**src/rtl/tank_pkg.sv**
```systemverilog
// Shared constants, encodings and FSM state type for the object sweep engine.
package tank_pkg;

    // storage slot selects
    localparam logic [3:0] MODE_T1 = 4'b0001;
    localparam logic [3:0] MODE_T2 = 4'b0011;
    localparam logic [3:0] MODE_P1 = 4'b0101;
    localparam logic [3:0] MODE_P2 = 4'b0111;

    // headings: up is y-1 because y=0 is the top row
    localparam logic [1:0] HD_UP    = 2'b00;
    localparam logic [1:0] HD_RIGHT = 2'b01;
    localparam logic [1:0] HD_DOWN  = 2'b10;
    localparam logic [1:0] HD_LEFT  = 2'b11;

    // pos = {y, x}
    localparam int COORD_W  = 4;
    localparam int POS_W    = 2 * COORD_W;
    localparam int GRID_MAX = 15;

    typedef enum logic [2:0] {
        IDLE, READ, WAIT, CALC, WRITE, DONE
    } state_t;

    // slot 0..3 maps onto the odd mode codes T1, T2, P1, P2
    function automatic logic [3:0] slot_mode(input logic [1:0] slot);
        return {1'b0, slot, 1'b1};
    endfunction

endpackage

```
**src/rtl/object_updater_if.sv**
```systemverilog
// Storage-side bus: slot select, read/write strobes, write data and read data.
interface object_updater_if;
    logic [3:0] st_mode;
    logic [7:0] st_address;
    logic [7:0] st_data;
    logic       st_wren;
    logic       st_load_out;
    logic [7:0] st_pos;
    logic [7:0] st_dir;

    modport master (output st_mode, st_address, st_data, st_wren, st_load_out,
                    input  st_pos, st_dir);
    modport slave  (input  st_mode, st_address, st_data, st_wren, st_load_out,
                    output st_pos, st_dir);
endinterface

```
**src/rtl/object_updater_pos_step.sv**
```systemverilog
// One-cell move on the 16x16 grid; a move past an edge reports off_grid and keeps pos.
module pos_step
    import tank_pkg::*;
(
    input  logic [POS_W-1:0] pos,
    input  logic [1:0]       heading,
    output logic [POS_W-1:0] next_pos,
    output logic             off_grid
);
    logic [COORD_W-1:0] x, y;
    localparam logic [COORD_W-1:0] EDGE = COORD_W'(GRID_MAX);

    assign x = pos[COORD_W-1:0];
    assign y = pos[POS_W-1:COORD_W];

    // step along heading, clamp at the border
    always_comb begin
        next_pos = pos;
        off_grid = 1'b0;
        case (heading)
            HD_UP:    if (y == '0)   off_grid = 1'b1; else next_pos = {y - 1'b1, x};
            HD_RIGHT: if (x == EDGE) off_grid = 1'b1; else next_pos = {y, x + 1'b1};
            HD_DOWN:  if (y == EDGE) off_grid = 1'b1; else next_pos = {y + 1'b1, x};
            default:  if (x == '0)   off_grid = 1'b1; else next_pos = {y, x - 1'b1};
        endcase
    end
endmodule

```
**src/rtl/object_updater.sv**
```systemverilog
// Per-tick sweep over tank/projectile slots: read from storage, compute next state, write back.
module object_updater
    import tank_pkg::*;
#(
    parameter int READ_LAT = 1
) (
    input  logic                    clk,
    input  logic                    reset,
    input  logic                    tick,
    input  logic [2:0]              p1_cmd,
    input  logic [2:0]              p2_cmd,
    input  logic [1:0]              fire,
    object_updater_if.master        st,
    output logic                    busy,
    output logic                    done,
    output logic [1:0]              hit
);
    state_t state, state_n;
    logic [1:0] slot, slot_n, wait_cnt;
    logic       wait_last;
    logic [7:0] rd_pos;
    logic [2:0] rd_dir;
    logic [1:0][7:0] tank_pos;
    logic [1:0][1:0] tank_hd;
    logic [1:0] fire_q, hit_q, hit_set;
    logic [7:0] calc_pos, calc_dir, step_pos;
    logic [2:0] cmd;
    logic [1:0] step_hd;
    logic       is_tank, idx, opp, step_off, fire_pend;
    logic       unused_dir_hi;

    assign unused_dir_hi = ^st.st_dir[7:3];
    assign wait_last = (wait_cnt == 2'(READ_LAT - 1));
    assign is_tank   = ~slot[1];
    assign idx       = slot[0];
    assign opp       = ~slot[0];
    assign cmd       = idx ? p2_cmd : p1_cmd;
    assign fire_pend = fire_q[idx] | fire[idx];
    // tanks step along the commanded heading, projectiles along their own
    assign step_hd   = is_tank ? cmd[1:0] : rd_dir[1:0];

    pos_step u_step (
        .pos      (rd_pos),
        .heading  (step_hd),
        .next_pos (step_pos),
        .off_grid (step_off)
    );

    // next-state and slot sequencing
    always_comb begin
        state_n = state;
        slot_n  = slot;
        case (state)
            IDLE:  if (tick) begin state_n = READ; slot_n = 2'd0; end
            READ:  state_n = WAIT;
            WAIT:  if (wait_last) state_n = CALC;
            CALC:  state_n = WRITE;
            WRITE: if (slot == 2'd3) state_n = DONE;
                   else begin state_n = READ; slot_n = slot + 2'd1; end
            DONE:  state_n = IDLE;
            default: state_n = IDLE;
        endcase
    end

    // movement, collision and spawn rules for the slot in CALC
    always_comb begin
        calc_pos = rd_pos;
        calc_dir = {5'b0, rd_dir};
        hit_set  = 2'b00;
        if (is_tank) begin
            if (cmd[2]) begin
                calc_pos = step_pos;
                calc_dir = {5'b0, 1'b1, cmd[1:0]};
            end
        end else if (rd_dir[2]) begin
            if (step_off) begin
                calc_dir[2] = 1'b0;
            end else begin
                calc_pos = step_pos;
                if (step_pos == tank_pos[opp]) begin
                    calc_dir[2]  = 1'b0;
                    hit_set[opp] = 1'b1;
                end
            end
        end else if (fire_pend) begin
            calc_pos = tank_pos[idx];
            calc_dir = {5'b0, 1'b1, tank_hd[idx]};
            if (tank_pos[idx] == tank_pos[opp]) hit_set[opp] = 1'b1;
        end
    end

    // FSM state, slot counter and read-latency counter
    always_ff @(posedge clk or negedge reset) begin
        if (!reset) begin
            state    <= IDLE;
            slot     <= 2'd0;
            wait_cnt <= 2'd0;
        end else begin
            state    <= state_n;
            slot     <= slot_n;
            wait_cnt <= (state == WAIT) ? wait_cnt + 2'd1 : 2'd0;
        end
    end

    // read capture, tank capture, fire latches and pending hits
    always_ff @(posedge clk or negedge reset) begin
        if (!reset) begin
            rd_pos   <= '0;
            rd_dir   <= '0;
            tank_pos <= '0;
            tank_hd  <= '0;
            fire_q   <= '0;
            hit_q    <= '0;
        end else begin
            if (state == WAIT && wait_last) begin
                rd_pos <= st.st_pos;
                rd_dir <= st.st_dir[2:0];
            end
            if (state == CALC && is_tank) begin
                tank_pos[idx] <= calc_pos;
                tank_hd[idx]  <= calc_dir[1:0];
            end
            // a projectile's CALC consumes its latch, including a same-cycle pulse
            for (int i = 0; i < 2; i++) begin
                if (state == CALC && !is_tank && idx == 1'(i)) fire_q[i] <= 1'b0;
                else if (fire[i])                                fire_q[i] <= 1'b1;
            end
            if (state == IDLE && tick) hit_q <= 2'b00;
            else if (state == CALC)    hit_q <= hit_q | hit_set;
        end
    end

    // registered outputs, decoded from the state being entered
    always_ff @(posedge clk or negedge reset) begin
        if (!reset) begin
            st.st_mode     <= '0;
            st.st_address  <= '0;
            st.st_data     <= '0;
            st.st_wren     <= 1'b0;
            st.st_load_out <= 1'b0;
            busy           <= 1'b0;
            done           <= 1'b0;
            hit            <= 2'b00;
        end else begin
            st.st_mode     <= (state_n inside {READ, WAIT, CALC, WRITE}) ? slot_mode(slot_n) : 4'b0;
            st.st_address  <= (state_n == WRITE) ? calc_pos : 8'h00;
            st.st_data     <= (state_n == WRITE) ? calc_dir : 8'h00;
            st.st_wren     <= (state_n == WRITE);
            st.st_load_out <= (state_n == READ);
            busy           <= (state_n != IDLE);
            done           <= (state_n == DONE);
            hit            <= (state_n == DONE) ? hit_q : 2'b00;
        end
    end
endmodule

```
**src/flat_wrapper.sv**
```systemverilog
// flat-port wrapper written by rule: the top's interface ports become plain ports
module object_updater_flat import tank_pkg::*;
#(
    parameter int READ_LAT = 1
)
  (clk, reset, tick, p1_cmd, p2_cmd, fire, busy, done, hit, st_st_mode, st_st_address, st_st_data, st_st_wren, st_st_load_out, st_st_pos, st_st_dir);
  object_updater_if st_i ();
  input  logic clk;
  input  logic reset;
  input  logic tick;
  input  logic [2:0] p1_cmd;
  input  logic [2:0] p2_cmd;
  input  logic [1:0] fire;
  output logic busy;
  output logic done;
  output logic [1:0] hit;
  output wire logic [$bits(st_i.st_mode)-1:0] st_st_mode;
  output wire logic [$bits(st_i.st_address)-1:0] st_st_address;
  output wire logic [$bits(st_i.st_data)-1:0] st_st_data;
  output wire logic [$bits(st_i.st_wren)-1:0] st_st_wren;
  output wire logic [$bits(st_i.st_load_out)-1:0] st_st_load_out;
  input wire logic [$bits(st_i.st_pos)-1:0] st_st_pos;
  input wire logic [$bits(st_i.st_dir)-1:0] st_st_dir;
  assign st_st_mode = st_i.st_mode;
  assign st_st_address = st_i.st_address;
  assign st_st_data = st_i.st_data;
  assign st_st_wren = st_i.st_wren;
  assign st_st_load_out = st_i.st_load_out;
  assign st_i.st_pos = st_st_pos;
  assign st_i.st_dir = st_st_dir;
  object_updater #(.READ_LAT(READ_LAT)) u_core (.clk(clk), .reset(reset), .tick(tick), .p1_cmd(p1_cmd), .p2_cmd(p2_cmd), .fire(fire), .st(st_i), .busy(busy), .done(done), .hit(hit));
endmodule
```
**config.mk**
```make
export PLATFORM = sky130hd
export DESIGN_NAME = object_updater_flat
export DESIGN_NICKNAME = d
export VERILOG_FILES = /design/src/rtl/tank_pkg.sv /design/src/rtl/object_updater_if.sv /design/src/rtl/object_updater_pos_step.sv /design/src/rtl/object_updater.sv /design/src/flat_wrapper.sv
export SDC_FILE = /design/constraint.sdc
export NUM_CORES = 1
export LEC_CHECK = 0
export BUFFER_PORTS_ARGS = -buffer_cell sky130_fd_sc_hd__buf_2
export CAP_MARGIN = 30
export CORE_MARGIN = 2
export CORE_UTILIZATION = 40
export CTS_BUF_LIST = sky130_fd_sc_hd__clkbuf_2 sky130_fd_sc_hd__clkbuf_4 sky130_fd_sc_hd__clkbuf_8
export CTS_CLUSTER_SIZE = 25
export DETAILED_ROUTE_END_ITERATION = 10
export PLACE_DENSITY_LB_ADDON = 0.1
export SYNTH_ARGS = -nofsm -noshare
export SYNTH_HDL_FRONTEND = slang
export SYNTH_SLANG_ARGS = --single-unit
```
**constraint.sdc**
```tcl
create_clock -name clk -period 4.2 [get_ports clk]
set_input_delay 0.21 -clock clk [delete_from_list [all_inputs] [get_ports clk]]
set_output_delay 0.21 -clock clk [all_outputs]
set_load 0.05 [all_outputs]
```
======== Word-level counts from Yosys, hierarchy flattened ========
Cells that the tools add are included.
cells by class
  bitwise operators ....................... 4
  reduce and logical (&&, ||, !) cells .... 18
  muxes and demuxes ....................... 66
  add/sub/neg operators ................... 6
  $lt $le $gt $ge ......................... 4
  eq/ne operators ......................... 16
operators with widths
  cell                                                        number
  2-to-1 mux 8 bit                                            15
  2-to-1 mux 2 bit                                            17
  one-hot mux 8 bit (3 select lines)                          1
  2-to-1 mux 3 bit                                            7
  bitwise mux 16 bit                                          1
  equality test 8 bit                                         2
  2-to-1 mux 1 bit                                            16
  one-hot mux 3 bit (5 select lines)                          1
  equality test 3 x 2 -> 1 bit, second input constant         4
  equality test 3 bit, second input constant                  3
  adder 4 x 1 -> 4 bit, second input constant                 2
  demux 8 bit (select 1 bit)                                  1
  equality test 4 bit, second input constant                  2
  logical AND 1 bit                                           8
  zero test 4 bit                                             2
  2-to-1 mux 4 bit                                            2
  subtractor 4 x 1 -> 4 bit, second input constant            2
  equality test 3 x 1 -> 1 bit, second input constant         2
  nonzero test 2 bit                                          3
  adder 2 x 1 -> 2 bit, second input constant                 2
  bitwise mux 4 bit                                           1
  equality test 2 bit, second input constant                  2
  zero test 2 bit                                             2
  less-than comparator 1 x 2 -> 1 bit, second input constant  2
  12 further kinds                                            14
storage, ports and cells
  logic and storage cells ................. 134
  register bits ........................... 68
  output and inout port bits .............. 26

======== Logic depth before layout (Yosys ltp) ========
  depth after elaboration ................. 12
  mapped depth ............................ 11
  mapped depth without buffers ............ 10

======== Hierarchy ========
Synthesis repeated with hierarchy kept, for this count alone.
second synthesis, totals
  cells, all modules ...................... 371
  area total of the unflattened synthesis .. 3749.8 um2
modules (own cells, without submodules)
  module          cells each  instances  area an instance (um2)
  object_updater  303         1          3244.4
  pos_step        68          1          505.5

======== Worst setup path after synthesis ========
OpenSTA, ideal clock, no wires.
  path kind ............................... register -> register
  from .................................... register u_core.rd_pos[4]
  to ...................................... register u_core.st.st_data[2]
  data arrival time ....................... 2.841 ns
  setup slack ............................. 1.238 ns
  cell stages (with the launch flop) ...... 12
  library setup time ...................... 0.120 ns
  period minus slack after synthesis ...... 2.962 ns
  path through ............................ dfrtp_1 > clkbuf_1 > inv_1 > ha_1 > a31o_2 > a211oi_1 > o21a_1 > nand3b_1 > o211ai_1 > or3_1 > or4_4 > a41o_1
on the way
  cells in the longest elaborated chain, start to end .. 9
  elaborated cells on any way between the ends .. 16
ends and longest elaborated chain
  element                                       RTL line                                                      RTL
  start, declared                               object_updater.sv:21                                          logic [7:0] rd_pos;
  start signal, assigned                        object_updater.sv:116                                         rd_pos <= st.st_pos;
  adder 4 x 1 -> 4 bit (tied with other cells)  object_updater_pos_step.sv:23                                 HD_DOWN: if (y == EDGE) off_grid = 1'b1; else next_pos = {y + 1'b1, x};
  2-to-1 mux 8 bit, on equally long branches    object_updater_pos_step.sv:23, object_updater_pos_step.sv:21
  one-hot mux 8 bit (3 select lines)            object_updater_pos_step.sv:20                                 case (heading)
  equality test 8 bit                           object_updater.sv:80                                          if (step_pos == tank_pos[opp]) begin
  2-to-1 mux 1 bit                              object_updater.sv:80
  2-to-1 mux 1 bit *                            object_updater.sv:76                                          if (step_off) begin
  2-to-1 mux 1 bit *                            object_updater.sv:75                                          end else if (rd_dir[2]) begin
  2-to-1 mux 8 bit *                            object_updater.sv:70                                          if (is_tank) begin
  2-to-1 mux 8 bit *                            object_updater.sv:147                                         st.st_data <= (state_n == WRITE) ? calc_dir : 8'h00;
  end signal, assigned                          object_updater.sv:147
  end, declared                                 object_updater_if.sv:11                                       modport master (output st_mode, st_address, st_data, st_wren, st_load_out,
Mark *: on every way between the ends. The rest lies on a longest branch, timed or not.
A chain may end at the register's enable or synchronous reset.

======== Final worst setup path ========
  from .................................... register u_core.rd_pos[0]
  to ...................................... register u_core.st.st_data[2]
on the way
  cells in the longest elaborated chain, start to end .. 9
  elaborated cells on any way between the ends .. 18
ends and longest elaborated chain
  element                                            RTL line                                                      RTL
  subtractor 4 x 1 -> 4 bit (tied with other cells)  object_updater_pos_step.sv:24                                 default: if (x == '0) off_grid = 1'b1; else next_pos = {y, x - 1'b1};
  2-to-1 mux 4 bit, on equally long branches         object_updater_pos_step.sv:24, object_updater_pos_step.sv:22
  one-hot mux 8 bit (3 select lines)                 object_updater_pos_step.sv:20
  equality test 8 bit                                object_updater.sv:80
  2-to-1 mux 1 bit                                   object_updater.sv:80
  2-to-1 mux 1 bit *                                 object_updater.sv:76
  2-to-1 mux 1 bit *                                 object_updater.sv:75
  2-to-1 mux 8 bit *                                 object_updater.sv:70
  2-to-1 mux 8 bit *                                 object_updater.sv:147
Marks and branches as above.

==> results.sh <==
export IMPL_fin_crit_ns=3.25
export IMPL_vias_per_cell=5.44
export IMPL_core_area_um2=9680
export IMPL_wl_per_cell_um=17.0
export IMPL_ir_worst_vdd_mv=0.344
export IMPL_synthArstFlopShare_pct=100
export IMPL_final_cell_mix="62 x dfrtp_1, 52 x nand2_1, 44 x o21ai_0"
export IMPL_antenna_found_initial=0
export IMPL_pwr_share_comb_pct=52.1
export IMPL_cell_internal_pwr_mw=1.85
export IMPL_total_power_mw=3.52
export IMPL_place_port_buffers=41
export IMPL_synth_top_area_share_pct=39.4
export IMPL_violations="negative hold slack"
export IMPL_worst_hold_path_type="in -> async"
export IMPL_num_vias=3291
export IMPL_root_buffer="clkbuf_8"
export IMPL_fillers=953
export IMPL_r2r_worst_path_cells=10
export IMPL_startpoint_type="flip-flop"
export IMPL_tns_ns=0
export IMPL_cap_violations=0
export IMPL_end_kind="flip-flop"
export IMPL_path_class="reg -> reg"
export IMPL_grt_pass1_wl_mm=17.0
export IMPL_synth_seq_area_share_pct=39.4
export IMPL_drc_errors=0
export IMPL_clockBufferDepth=2
export IMPL_cts_tree="yes"
export IMPL_dp_cells=589
export IMPL_die_w_um=103
export IMPL_power_frac_clock_pct=16.2
export IMPL_wl_mm=10.3
export IMPL_cts_max_level=3
export IMPL_synth_area_per_cell_um2=9.02
export IMPL_yosysTopAreaCell="dfrtp_1"
export IMPL_area_growth_pct=12.2
export IMPL_slew_violations=0
export IMPL_ant_nets=0
export IMPL_cts_resized=0
export IMPL_synth_top_flop_cell="dfrtp_1"
export IMPL_initial_core_util_pct=40.7
export IMPL_first_global_vias=3179
export IMPL_critPathArrivalTime_ns=3.49
export IMPL_place_gp_congestion=0.872
export IMPL_cts_hold_buf=0
export IMPL_worst_pin_slew_ns=0.896
export IMPL_setup_viol=0
export IMPL_diodes=0
export IMPL_overflow=0
export IMPL_cts_setup_buffers=0
export IMPL_syn_area_um2=3940
export IMPL_slew_limit_headroom_pct=40.0
export IMPL_p_sw_share_pct=47.5
export IMPL_top_level_ports=53
export IMPL_ys_seq_elements=62
export IMPL_dr_pass1_iters=4
export IMPL_timing_fmax_mhz=307
export IMPL_grt_max_degree=63
export IMPL_fin_ws_ns=0.945
export IMPL_layout_nets=499
export IMPL_powerDensity_nw_per_um2=796
export IMPL_hold_viol=1
export IMPL_power_frac_seq_pct=31.7
export IMPL_status="finished, violations left"
export IMPL_clk_latency_ns=0.35
export IMPL_rsz0062_at_grt="false"
export IMPL_synth_warnings=0
export IMPL_p_leak_nw=1.90
export IMPL_cp_max_fo=9
export IMPL_layout_drive_gt1_share_pct=20.1
export IMPL_final_common_cell="dfrtp_1"
export IMPL_synthTopCellsByArea="dfrtp_1 39%, o21ai_0 5.6%, nand2_1 5.0%"
export IMPL_grt_total_usage_pct=21.1
export IMPL_yosysUniqueCellTypes=66
export IMPL_die_y_um=103
export IMPL_rows=36
export IMPL_stdcell_count=605
export IMPL_netlist_instances=437
export IMPL_die_area_um2=10700
export IMPL_drt_initial_drc_count=172
export IMPL_p_switching_mw=1.67
export IMPL_synth_edff_count=0
export IMPL_clkSinkCount=62
export IMPL_numCtsBuffers=9
export IMPL_path_clk_slew_ns=0.08
export IMPL_dp_hpwl_mm=7.37
export IMPL_hold_slack_ns=-0.00233
export IMPL_place_ws_ns=1.00
export IMPL_clock_skew_final_ns=0.00859
export IMPL_period_share_pct=77.5
export IMPL_worstPathRequired_ns=4.44
[through the flow]
step	cell area (µm²)	hold slack [ns]	utilization, %
after floorplan	3960	-0.0856	-
after global routing	4420	0.0678	45.7
after global placement	4210	0.413	43.4
final	4420	-0.00233	45.7
after CTS	4420	0.0446	45.7
after detailed placement	4210	0.417	43.4
[power groups by stage]
stage / Clock [mW] / Combinational (mW) / Sequential, mW
6_report: 0.572 / 1.83 / 1.12
5_1_grt: 0.608 / 2.02 / 1.16
4_1_cts: 0.584 / 1.83 / 1.11
3_5_place_dp: 0 / 1.82 / 1.12
3_3_place_gp: 0 / 1.80 / 1.11
2_1_floorplan: 0 / 1.35 / 1.14
[worst max-delay path: stages, from the launching register on]
cell and delay (ns):
dfrtp_1 0.54, inv_1 0.14, ha_1 0.26, nor2b_1 0.17, a221oi_1 0.40, o22ai_1 0.17
a221oi_2 0.42, xor2_1 0.19, o211ai_1 0.10, or4_4 0.48, a41o_1 0.27
[path summary, 6_finish.rpt]
check | from | to | slack (ns)
min in group clk | st_st_pos[5] | u_core.rd_pos[5] | 0.06
max in group asynchronous | reset | u_core.slot[0] | 3.64
hold / removal | reset | u_core.hit[1] | -0.002
setup reg to reg | u_core.rd_pos[0] | u_core.st.st_data[2] | 0.95
hold reg to reg | u_core.wait_cnt[0] | u_core.wait_cnt[0] | 0.43
setup / recovery | u_core.rd_pos[0] | u_core.st.st_data[2] | 0.95
[sequential cells by signal (all words and copies together), names as in the netlist, 3 cells and up]
register              flops
u_core.st.st_address      8
u_core.tank_hd            4
u_core.tank_pos          16
u_core.state              3
u_core.rd_pos             8
u_core.rd_dir             3
u_core.st.st_mode         3
u_core.st.st_data         3
[kinds of logic (layout without fill, tap and decap cells)]
logic type / after synthesis / after routing / synth area share, %
compound gates: 134 / 134 / 23.4
xor+xnor: 15 / 15 / 3.33
fa+ha+maj: 5 / 5 / 1.59
buf+inv: 50 / 80 / 6.06
flops: 62 / 62 / 39.4
mux: 33 / 33 / 9.43
other cells: 1 / 6 / 0.0952
simple gates: 137 / 137 / 16.7
[layer usage]
layer  vias to the layer above  GRT usage, %  part of all wire [%]
li1                       1621             -                     -
met1                      1570          31.1                    50
met2                        81          30.7                    43
met3                        19          2.89                   4.1
met4                         0          9.31                   2.6
met5                         -             0                     0
[Yosys cell counts, types with 2 or more instances]
cell type  instances
dfrtp_1           62
nand2_1           52
o21ai_0           44
nor2_1            28
a21oi_1           21
clkbuf_1          20
inv_1             15
mux2_2            15
mux2i_1           15
xnor2_1           14
a211oi_1          13
nor3_1             9
nand3_1            8
nor2b_1            8
nand2b_1           7
o22ai_1            7
a221oi_1           6
and2_1             6
buf_4              6
buf_2              5
ha_1               5
nor3b_1            4
o211ai_1           4
o21a_1             4
buf_6              3
nand4_1            3
o221ai_1           3
o31ai_1            3
or3_1              3
a22o_1             2
a31oi_1            2
mux2_4             2
nand3b_1           2
o221ai_2           2
o22a_1             2
o31a_1             2
[layout make-up]
| type | instances | area (µm²) | area share (%) |
|---|---|---|---|
| clock buffer | 12 | 159 | 3.59 |
| clock inverter | 4 | 55.1 | 1.25 |
| inverter | 15 | 56.3 | 1.27 |
| multi-input combinational | 330 | 2170 | 49.0 |
| sequential | 62 | 1550 | 35.1 |
| tap | 133 | 166 | 3.76 |
| timing repair buffer | 49 | 265 | 6.00 |
(Power assumes the default switching activity.)
